## config.mk

```make
export PLATFORM = sky130hd
export DESIGN_NAME = uart_cmd_responder
export DESIGN_NICKNAME = d
export VERILOG_FILES = /design/src/rtl/uart_cmd_responder.sv
export SDC_FILE = /design/constraint.sdc
export NUM_CORES = 1
export LEC_CHECK = 0
export ABC_AREA = 1
export CORE_UTILIZATION = 44
export CTS_BUF_LIST = sky130_fd_sc_hd__clkbuf_2 sky130_fd_sc_hd__clkbuf_4 sky130_fd_sc_hd__clkbuf_8
export CTS_CLUSTER_DIAMETER = 30
export CTS_CLUSTER_SIZE = 14
export DETAILED_ROUTE_END_ITERATION = 10
export GPL_TIMING_DRIVEN = 0
export HOLD_SLACK_MARGIN = 0.06
export PLACE_DENSITY = 0.78
export SYNTH_ARGS = -nofsm -noshare
export SYNTH_HDL_FRONTEND = slang
export SYNTH_SLANG_ARGS = --single-unit
```

## constraint.sdc

```tcl
create_clock -name clk_i -period 1.6 [get_ports clk_i]
set_clock_uncertainty 0.15 [all_clocks]
set_input_delay 0.32 -clock clk_i [delete_from_list [all_inputs] [get_ports clk_i]]
set_output_delay 0.32 -clock clk_i [all_outputs]
set_load 0.1 [all_outputs]
```

## src/rtl/uart_cmd_responder.sv

```systemverilog
// -----------------------------------------------------------------------------
// uart_cmd_responder
//
// Target end of a host-driven UART register-access link. Received bytes are
// decoded into a small command protocol, a single-beat access is made on an
// 8-bit register bus, and a one-byte response goes back to the transmitter.
//
//   'W' (0x57), addr, data  -> bus write, response 0x06 (ACK)
//   'R' (0x52), addr        -> bus read,  response = read byte
//   any other first byte    -> response 0x15 (NAK), no bus access
//
// A partial command that sees no further byte for c_timeout_bytes character
// times is abandoned silently (timeout_tick_o pulses).
//
// Ports
//   clk_i           system clock, rising edge
//   rstn_i          asynchronous active-low reset
//   rx_dout_i       received byte, valid while rx_done_tick_i=1
//   rx_done_tick_i  one-cycle pulse per received byte
//   tx_din_o        response byte, stable from SEND entry until next response
//   tx_start_o      one-cycle transmit request
//   tx_active_i     transmitter busy
//   tx_done_tick_i  one-cycle pulse at end of a transmitted frame
//   bus_addr_o      register address (holds last latched value)
//   bus_wdata_o     write data (holds last latched value)
//   bus_we_o        one-cycle write strobe
//   bus_re_o        one-cycle read strobe
//   bus_rdata_i     read data, valid the cycle after bus_re_o
//   timeout_tick_o  one-cycle pulse when a partial command is abandoned
//   overrun_o       sticky: a byte arrived while busy and was dropped
//   dbg_state_o     current FSM state (IDLE=0 .. WAIT_TX=7, see localparams)
//
// Handshakes: rx_done_tick_i qualifies rx_dout_i for exactly that cycle and is
// never back-pressured (a byte arriving while busy is dropped and flagged).
// tx_start_o is raised only when tx_active_i=0 and for a single cycle; the
// response is then considered owned by the transmitter until tx_done_tick_i.
// bus_we_o / bus_re_o are single-cycle strobes with address/data stable in
// that cycle; bus_rdata_i is sampled exactly one cycle after bus_re_o.
// -----------------------------------------------------------------------------
module uart_cmd_responder #(
    parameter int c_clkfreq       = 100_000_000,
    parameter int c_baudrate      = 10_000_000,
    parameter int c_timeout_bytes = 4
) (
    input  logic       clk_i,
    input  logic       rstn_i,
    input  logic [7:0] rx_dout_i,
    input  logic       rx_done_tick_i,
    output logic [7:0] tx_din_o,
    output logic       tx_start_o,
    input  logic       tx_active_i,
    input  logic       tx_done_tick_i,
    output logic [7:0] bus_addr_o,
    output logic [7:0] bus_wdata_o,
    output logic       bus_we_o,
    output logic       bus_re_o,
    input  logic [7:0] bus_rdata_i,
    output logic       timeout_tick_o,
    output logic       overrun_o,
    output logic [2:0] dbg_state_o
);

    // One character is 11 bit times (start, 8 data, parity/stop margin).
    localparam int c_limit = c_timeout_bytes * 11 * (c_clkfreq / c_baudrate);
    localparam int c_cnt_w = $clog2(c_limit + 1);
    localparam logic [c_cnt_w-1:0] c_cnt_last = c_cnt_w'(c_limit - 1);

    localparam logic [7:0] c_cmd_write = 8'h57;
    localparam logic [7:0] c_cmd_read  = 8'h52;
    localparam logic [7:0] c_rsp_ack   = 8'h06;
    localparam logic [7:0] c_rsp_nak   = 8'h15;

    localparam logic [2:0] S_IDLE     = 3'd0;
    localparam logic [2:0] S_GET_ADDR = 3'd1;
    localparam logic [2:0] S_GET_DATA = 3'd2;
    localparam logic [2:0] S_BUS_WR   = 3'd3;
    localparam logic [2:0] S_BUS_RD   = 3'd4;
    localparam logic [2:0] S_BUS_CAP  = 3'd5;
    localparam logic [2:0] S_SEND     = 3'd6;
    localparam logic [2:0] S_WAIT_TX  = 3'd7;

    logic [2:0]         r_state;
    logic               r_write;
    logic [7:0]         r_addr;
    logic [7:0]         r_wdata;
    logic [7:0]         r_txd;
    logic               r_timeout;
    logic               r_overrun;
    logic [c_cnt_w-1:0] r_cnt;

    logic w_in_get;
    logic w_busy;
    logic w_expired;

    assign w_in_get = (r_state == S_GET_ADDR) || (r_state == S_GET_DATA);
    // Any state after the last command byte and before the response frame
    // finishes cannot accept a byte.
    assign w_busy   = (r_state == S_BUS_WR) || (r_state == S_BUS_RD) ||
                      (r_state == S_BUS_CAP) || (r_state == S_SEND) ||
                      (r_state == S_WAIT_TX);
    // A byte in the expiry cycle wins over the timeout.
    assign w_expired = w_in_get && !rx_done_tick_i && (r_cnt == c_cnt_last);

    // r_cnt holds the number of cycles since the last received byte, so the
    // abandon pulse lands exactly c_limit cycles after that byte's tick.
    always_ff @(posedge clk_i or negedge rstn_i) begin
        if (!rstn_i) begin
            r_cnt <= '0;
        end else if (rx_done_tick_i) begin
            r_cnt <= c_cnt_w'(1);
        end else if (w_in_get) begin
            r_cnt <= r_cnt + c_cnt_w'(1);
        end else begin
            r_cnt <= '0;
        end
    end

    always_ff @(posedge clk_i or negedge rstn_i) begin
        if (!rstn_i) begin
            r_state   <= S_IDLE;
            r_write   <= 1'b0;
            r_addr    <= 8'h00;
            r_wdata   <= 8'h00;
            r_txd     <= 8'h00;
            r_timeout <= 1'b0;
            r_overrun <= 1'b0;
        end else begin
            r_timeout <= 1'b0;
            if (rx_done_tick_i && w_busy) begin
                r_overrun <= 1'b1;
            end

            case (r_state)
                S_IDLE: begin
                    if (rx_done_tick_i) begin
                        if (rx_dout_i == c_cmd_write) begin
                            r_write <= 1'b1;
                            r_state <= S_GET_ADDR;
                        end else if (rx_dout_i == c_cmd_read) begin
                            r_write <= 1'b0;
                            r_state <= S_GET_ADDR;
                        end else begin
                            r_txd   <= c_rsp_nak;
                            r_state <= S_SEND;
                        end
                    end
                end

                S_GET_ADDR: begin
                    if (rx_done_tick_i) begin
                        r_addr  <= rx_dout_i;
                        r_state <= r_write ? S_GET_DATA : S_BUS_RD;
                    end else if (w_expired) begin
                        r_timeout <= 1'b1;
                        r_state   <= S_IDLE;
                    end
                end

                S_GET_DATA: begin
                    if (rx_done_tick_i) begin
                        r_wdata <= rx_dout_i;
                        r_state <= S_BUS_WR;
                    end else if (w_expired) begin
                        r_timeout <= 1'b1;
                        r_state   <= S_IDLE;
                    end
                end

                S_BUS_WR: begin
                    r_txd   <= c_rsp_ack;
                    r_state <= S_SEND;
                end

                S_BUS_RD: begin
                    r_state <= S_BUS_CAP;
                end

                S_BUS_CAP: begin
                    r_txd   <= bus_rdata_i;
                    r_state <= S_SEND;
                end

                S_SEND: begin
                    if (!tx_active_i) begin
                        r_state <= S_WAIT_TX;
                    end
                end

                S_WAIT_TX: begin
                    if (tx_done_tick_i) begin
                        r_state <= S_IDLE;
                    end
                end

                default: begin
                    r_state <= S_IDLE;
                end
            endcase
        end
    end

    // Strobes decode the registered state, so they fall to 0 with the
    // asynchronous reset and last exactly one cycle per visit.
    assign bus_we_o       = (r_state == S_BUS_WR);
    assign bus_re_o       = (r_state == S_BUS_RD);
    assign tx_start_o     = (r_state == S_SEND) && !tx_active_i;
    assign tx_din_o       = r_txd;
    assign bus_addr_o     = r_addr;
    assign bus_wdata_o    = r_wdata;
    assign timeout_tick_o = r_timeout;
    assign overrun_o      = r_overrun;
    assign dbg_state_o    = r_state;

endmodule

```

==> metrics.md, run 1 <==
| Metric | Value |
|---|---|
| Longest Clk Path Bufs | `2` |
| Share of layout cells above drive strength 1 | `35.6%` |
| Initial antenna violation count | `0` |
| Area of the multi-input gates | `896 um^2` |
| Post-Syn Nets | `253` |
| Post-synth EDFFs | `0` |
| Layout area overhead | `59.7%` |
| Outcome | `complete, but fails checks` |
| Worst-Margin Slew | `0.533 ns` |
| CP dominant cell by count | `nor2_4` |
| Core area | `0.00400 mm^2` |
| Final max-slew violation count | `0` |
| Most used DFF post-synth | `dfrtp_1` |
| Synth Register Bits | `39` |
| Post-Route Setup TNS | `-3.76 ns` |
| CP Cell Sequence | `nor2_4 -> inv_2 -> nor2_4 -> buf_12` |
| First-pass detailed-route iteration total | `4` |
| Sequential cell area | `987 um^2` |
| Clock latency on the worst-skew pair | `0.30 ns` |
| Mapped Avg Cell Area | `7.93 um^2` |
| Worst min path class | `flop to flop` |
| RSZ-0062 raised after global routing | `yes` |
| Final wirelength | `5560 um` |
| Critical path class | `flop to primary output` |
| Most frequent cell after synthesis | `nand2_1` |
| Number of global-route vias before repair | `1682` |
| FILL cells | `282` |
| Register area share after synthesis | `53.3%` |
| Via count of the routed design | `1883` |
| Area leader, netlist | `dfrtp_1` |
| Clk sink count | `39` |
| Rel. slew slack | `64.4%` |
| Gpl congestion | `0.876` |
| Final Setup Violations | `27` |
| Total GRT Usage | `23.3%` |
| Root Buffer | `clkbuf_8` |
| Worst EP arrival | `1.40 ns` |
| H-tree levels | `2` |
| Mapped Cells | `231` |
| First-pass GRT wire length | `7470 um` |
| Hold Fails Final Rpt | `0` |
| Routed Antenna Nets | `0` |
| FMAX | `534 MHz` |
| DP Worst Slack | `-0.891 ns` |
| Die extent in x | `66.5 um` |
| Die Footprint | `0.00442 mm^2` |
| Final period utilization | `117%` |
| Post-DP HPWL | `3070 um` |
| Site Rows | `23` |
| CTS tree | `built` |
| Post-DR vias/cell | `5.09` |
| Worst path slowest cell | `dfrtp_4` |
| Largest net degree at the start of global routing | `40` |
| Crit. End Element | `primary output` |
| CP startpoint kind | `flop` |
| Most frequent cells after synthesis | `nand2_1, dfrtp_1, nor2_1` |
| CP max stage delay | `0.54 ns` |
| Port bufs | `52` |
| Largest cells by area after synthesis | `dfrtp_1, nand2_1, nor2_1, inv_1, nand3_1` |
| Reg2reg path depth | `10` |
| Starting Density | `45.8%` |
| Crit path time final | `1.87 ns` |
| Post-synth top area share | `53.3%` |
| Ys async rst share | `100%` |
| Hold path depth | `2` |
| Reg2reg setup slack | `-0.24 ns` |
| Final worst slack | `-0.271 ns` |
| 1st-iter DRT viols | `195` |
| Failing checks | `setup timing` |
| Worst hold margin | `0.319 ns` |
| Synth unique cells | `23` |
| TritonCTS Buffers | `5` |
| Total inserted antenna cells | `0` |
| Drc violations | `0` |
| DR WL/cell | `15.0 um` |
| Top Ports | `53` |
| Gr ovfl total | `0` |
| Yosys Warn Count | `0` |
| Fin nets | `341` |
| Required @ worst endpoint | `1.13 ns` |
| Max cap viols | `0` |
| Critical Path Fanout Max | `5` |
| Mapped Area | `0.00183 mm^2` |
| Die height | `66.5 um` |
| Clk slew on worst S/H paths | `0.08 ns` |
[registers in the layout, summed over array words and instances, names as in the netlist]
signal,count
bus_wdata_o,8
dbg_state_o,3
timeout_tick_o,1
r_cnt,9
tx_din_o,8
r_write,1
overrun_o,1
bus_addr_o,8
[metal layers]
metal | up-vias | wire length (um) | track usage, %
li1 | 910 | - | -
met4 | 0 | 90 | 13.3
met5 | - | 0 | 0
met2 | 67 | 2940 | 37.0
met3 | 8 | 279 | 7.36
met1 | 898 | 2260 | 27.8
[cells by family after synthesis]
kind of cell	synth area share (%)
xor+xnor	0.956
simple gates	29.6
compound gates	8.13
flops	53.3
buf+inv	7.31
fa+ha+maj	0.683
[path summary, 6_finish.rpt]
kind	from	endpoint
min in group asynchronous	rstn_i	tx_din_o[3]$_DFFE_PN0P_
worst max register to register	dbg_state_o[2]$_DFFE_PN0P_	dbg_state_o[1]$_DFFE_PN0P_
worst max-delay path	dbg_state_o[0]$_DFFE_PN0P_	bus_re_o
max in group asynchronous	rstn_i	dbg_state_o[2]$_DFFE_PN0P_
worst min register to register	tx_din_o[7]$_DFFE_PN0P_	tx_din_o[7]$_DFFE_PN0P_
worst min-delay path	tx_din_o[7]$_DFFE_PN0P_	tx_din_o[7]$_DFFE_PN0P_
[layout make-up]
type                            count  share of cell area [%]
Multi-Input combinational cell    158                    30.6
Clock inverter                      3                    1.50
Buffer                              6                    2.18
Inverter                           28                    3.89
Tap cell                           50                    2.14
Timing Repair Buffer               81                    23.6
Sequential cell                    39                    33.7
Clock buffer                        5                    2.35
[worst max-delay path, delay by kind of cell, from the launching register on]
| kind | cells | cell delay (ns) |
|---|---|---|
| flops | 1 | 0.54 |
| buf+inv | 2 | 0.26 |
| simple gates | 2 | 0.30 |
[cells in the final DEF (no fill, tap or decap), drive strengths merged]
master / n
clkinv: 2
a21oi: 4
dlygate4sd3: 1
nor2: 33
xor2: 2
bufinv: 1
nand3: 20
clkinvlp: 1
inv: 27
nand3b: 1
o21a: 2
ha: 1
a21o: 1
nand2: 64
nand4: 4
buf: 62
clkdlybuf4s50: 19
o21ai: 19
nor3: 6
o31ai: 1
clkbuf: 10
dfrtp: 39
[through the flow]
| step | cell area, um^2 | std cells | util [%] |
|---|---|---|---|
| 2_1_floorplan | 1910 | 231 | - |
| 3_3_place_gp | 2490 | 333 | 62.3 |
| 3_5_place_dp | 2490 | 333 | 62.2 |
| 4_1_cts | 2680 | 356 | 66.9 |
| 5_1_grt | 2930 | 370 | 73.1 |
| 6_report | 2930 | 370 | 73.1 |
[timing repair]
action	CTS	global route
cloned	0	2
endpoints found under the setup margin	42	37
pin swaps	9	6
buffers inserted	14	12
gates resized for setup	192	45
hold buffers	1	0
endpoints found under the hold margin	39	0
Power of run 1 is not shown: default switching activity piles up to over one toggle a cycle in this logic, so the estimate is an artifact.
==> run 2: changes to the inputs <==
--- a/config.mk
+++ b/config.mk
@@ -6,6 +6,7 @@
 export NUM_CORES = 1
 export LEC_CHECK = 0
 export ABC_AREA = 1
+export CORE_MARGIN = 2
 export CORE_UTILIZATION = 44
 export CTS_BUF_LIST = sky130_fd_sc_hd__clkbuf_2 sky130_fd_sc_hd__clkbuf_4 sky130_fd_sc_hd__clkbuf_8
 export CTS_CLUSTER_DIAMETER = 30
@@ -14,6 +15,7 @@
 export GPL_TIMING_DRIVEN = 0
 export HOLD_SLACK_MARGIN = 0.06
 export PLACE_DENSITY = 0.78
+export SKIP_LAST_GASP = 1
 export SYNTH_ARGS = -nofsm -noshare
 export SYNTH_HDL_FRONTEND = slang
 export SYNTH_SLANG_ARGS = --single-unit
==> run 2 against run 1 <==
The run still ends with setup timing left; sequential cell count unchanged; first-iteration DRC count down 36%; register-to-register slack about the same; worst hold slack better by 0.00064 ns; wire length up 13%; utilization up 2.4 points; die area up 6.1%; non-clock buffer count up 1; critical endpoint unchanged.
==> metrics.md, run 2 (synthesized netlist as in run 1, its figures left out) <==
| Metric | Value |
|---|---|
| Crit path time final | `1.88 ns` |
| RSZ-0062 raised after global routing | `yes` |
| CP startpoint | `dbg_state_o[1]$_DFFE_PN0P_` |
| Hold Fails Final Rpt | `0` |
| Number of global-route vias before repair | `1777` |
| Reg2reg setup slack | `-0.23 ns` |
| Site Rows | `23` |
| Clk slew on worst S/H paths | `0.08 ns` |
| Origin of the critical flop-to-flop path | `dbg_state_o[0]$_DFFE_PN0P_` |
| Routed Antenna Nets | `0` |
| Initial antenna violation count | `0` |
| Fin area | `0.00302 mm^2` |
| Post-DP Area | `0.00249 mm^2` |
| Drc violations | `0` |
| Biggest register | `r_cnt` |
| First-pass detailed-route iteration total | `4` |
| Post-DR vias/cell | `5.26` |
| Critical path class | `flop to primary output` |
| Clock latency on the worst-skew pair | `0.31 ns` |
| Fin nets | `342` |
| DP Worst Slack | `-0.898 ns` |
| Worst path slowest cell | `dfrtp_4` |
| Die extent in x | `68.5 um` |
| Final wirelength | `6300 um` |
| Outcome | `complete, but fails checks` |
| Final worst slack | `-0.279 ns` |
| Number of flip-flops under the largest register name | `9` |
| Share of layout cells above drive strength 1 | `38.3%` |
| CTS tree | `built` |
| Failing checks | `setup timing` |
| FILL cells | `262` |
| Total GRT Usage | `23.2%` |
| Crit. End Element | `primary output` |
| CP startpoint kind | `flop` |
| TritonCTS Buffers | `5` |
| Clk sink count | `39` |
| Layout area overhead | `64.9%` |
| Final max-slew violation count | `0` |
| Buffering stage count on the worst path with inverters included | `2` |
| FMAX | `532 MHz` |
| CP top delay family | `flip-flops` |
| Die Footprint | `0.00469 mm^2` |
| Top Usage Layer GRT | `met2` |
| Commonest non-fill, non-tap cells in the layout | `nand2_1, dfrtp_1, buf_2` |
| Worst min path class | `flop to flop` |
| Worst hold margin | `0.320 ns` |
| Most common cell after layout, fill and taps aside | `nand2_1` |
| Largest net degree at the start of global routing | `40` |
| Reg2reg path depth | `11` |
| Root Buffer | `clkbuf_8` |
| Final core area utilization | `75.5%` |
| Starting Density | `45.8%` |
| Core area | `0.00400 mm^2` |
| Gpl congestion | `0.866` |
| Gr ovfl total | `0` |
| Top Ports | `53` |
| Final period utilization | `117%` |
| DR WL/cell | `17.0 um` |
| CP dominant cell by count | `nor2_4` |
| Via count of the routed design | `1953` |
| Required @ worst endpoint | `1.13 ns` |
| Grt met1 use | `28.8%` |
| Longest Clk Path Bufs | `2` |
| Worst EP arrival | `1.41 ns` |
| CP endpoint | `bus_re_o` |
| H-tree levels | `2` |
| CP Cell Sequence | `nor2_4 -> inv_2 -> nor2_4 -> buf_12` |
| Number of stages on the worst setup path | `4` |
| Worst-Margin Slew | `0.538 ns` |
| Max cap viols | `0` |
| First-pass GRT wire length | `7960 um` |
| Critical Path Fanout Max | `5` |
| M3 GR Usage | `6.01%` |
| Final Setup Violations | `26` |
| FF-to-FF End | `dbg_state_o[1]$_DFFE_PN0P_` |
| Port bufs | `52` |
| Met2 usage | `37.5%` |
| Die height | `68.5 um` |
| Rel. slew slack | `64.1%` |
| CP max stage delay | `0.55 ns` |
| 1st-iter DRT viols | `124` |
| Post-DP HPWL | `3180 um` |
| Total inserted antenna cells | `0` |
[run 2: changes by cell type in the layout (fill, tap and decap cells not counted), moves of 3 or more]
cell | before | now
nand2_2 | 3 | 8
nand2_1 | 57 | 52
nor2_1 | 22 | 19
o21ai_0 | 11 | 6
o21ai_1 | 5 | 11
inv_2 | 7 | 2
[run 2: final cells by class]
cell class	count	area, um^2	share of cell area [%]
plain buffers	6	67.6	2.24
clock buffers	6	76.3	2.53
clock inverters	2	60.1	1.99
inverters	28	129	4.27
multi-input cells	158	927	30.7
flip-flops and latches	39	987	32.7
well taps	50	62.6	2.07
repair buffers	82	711	23.5
[run 2: metal layers]
| layer | up-vias | routed length, um |
|---|---|---|
| li1 | 915 | - |
| met1 | 928 | 2460 |
| met2 | 82 | 3270 |
| met3 | 28 | 335 |
| met4 | 0 | 235 |
| met5 | - | 0 |
[run 2: timing repair]
action                                  4_1_cts  5_1_grt
resized for setup                           195       67
hold buffers                                  1        0
endpoints found under the setup margin       43       40
endpoints found under the hold margin        39        0
pin swaps                                    13       15
buffers inserted                             18       12
[run 2: metrics by stage]
step / std cells / TNS, ns
floorplan: 231 / -2.24
global placement: 333 / -53.31
detailed placement: 333 / -20.42
CTS: 360 / -2.46
global route: 371 / -4.58
finish: 371 / -3.41
[run 2: worst min-delay path by stage]
stage,from,end,cells after the start
2_1_floorplan,rstn_i,bus_addr_o[0]$_DFFE_PN0P_,0
3_3_place_gp,overrun_o$_DFFE_PN0P_,overrun_o$_DFFE_PN0P_,1
3_5_place_dp,overrun_o$_DFFE_PN0P_,overrun_o$_DFFE_PN0P_,1
4_1_cts,overrun_o$_DFFE_PN0P_,overrun_o$_DFFE_PN0P_,1
5_1_grt,overrun_o$_DFFE_PN0P_,overrun_o$_DFFE_PN0P_,1
6_report,overrun_o$_DFFE_PN0P_,overrun_o$_DFFE_PN0P_,1
[run 2: worst register-to-register path, cell delays in order, from the launching register on]
cell     delay, ns
dfrtp_4       0.49
buf_4         0.14
buf_6         0.10
inv_4         0.04
nor2_4        0.13
buf_6         0.14
nand3_1       0.08
a21oi_1       0.17
nand2_1       0.07
nand2_1       0.08
nor2_1        0.05
nor2_1        0.11
Power of run 2 is left out for the same reason.
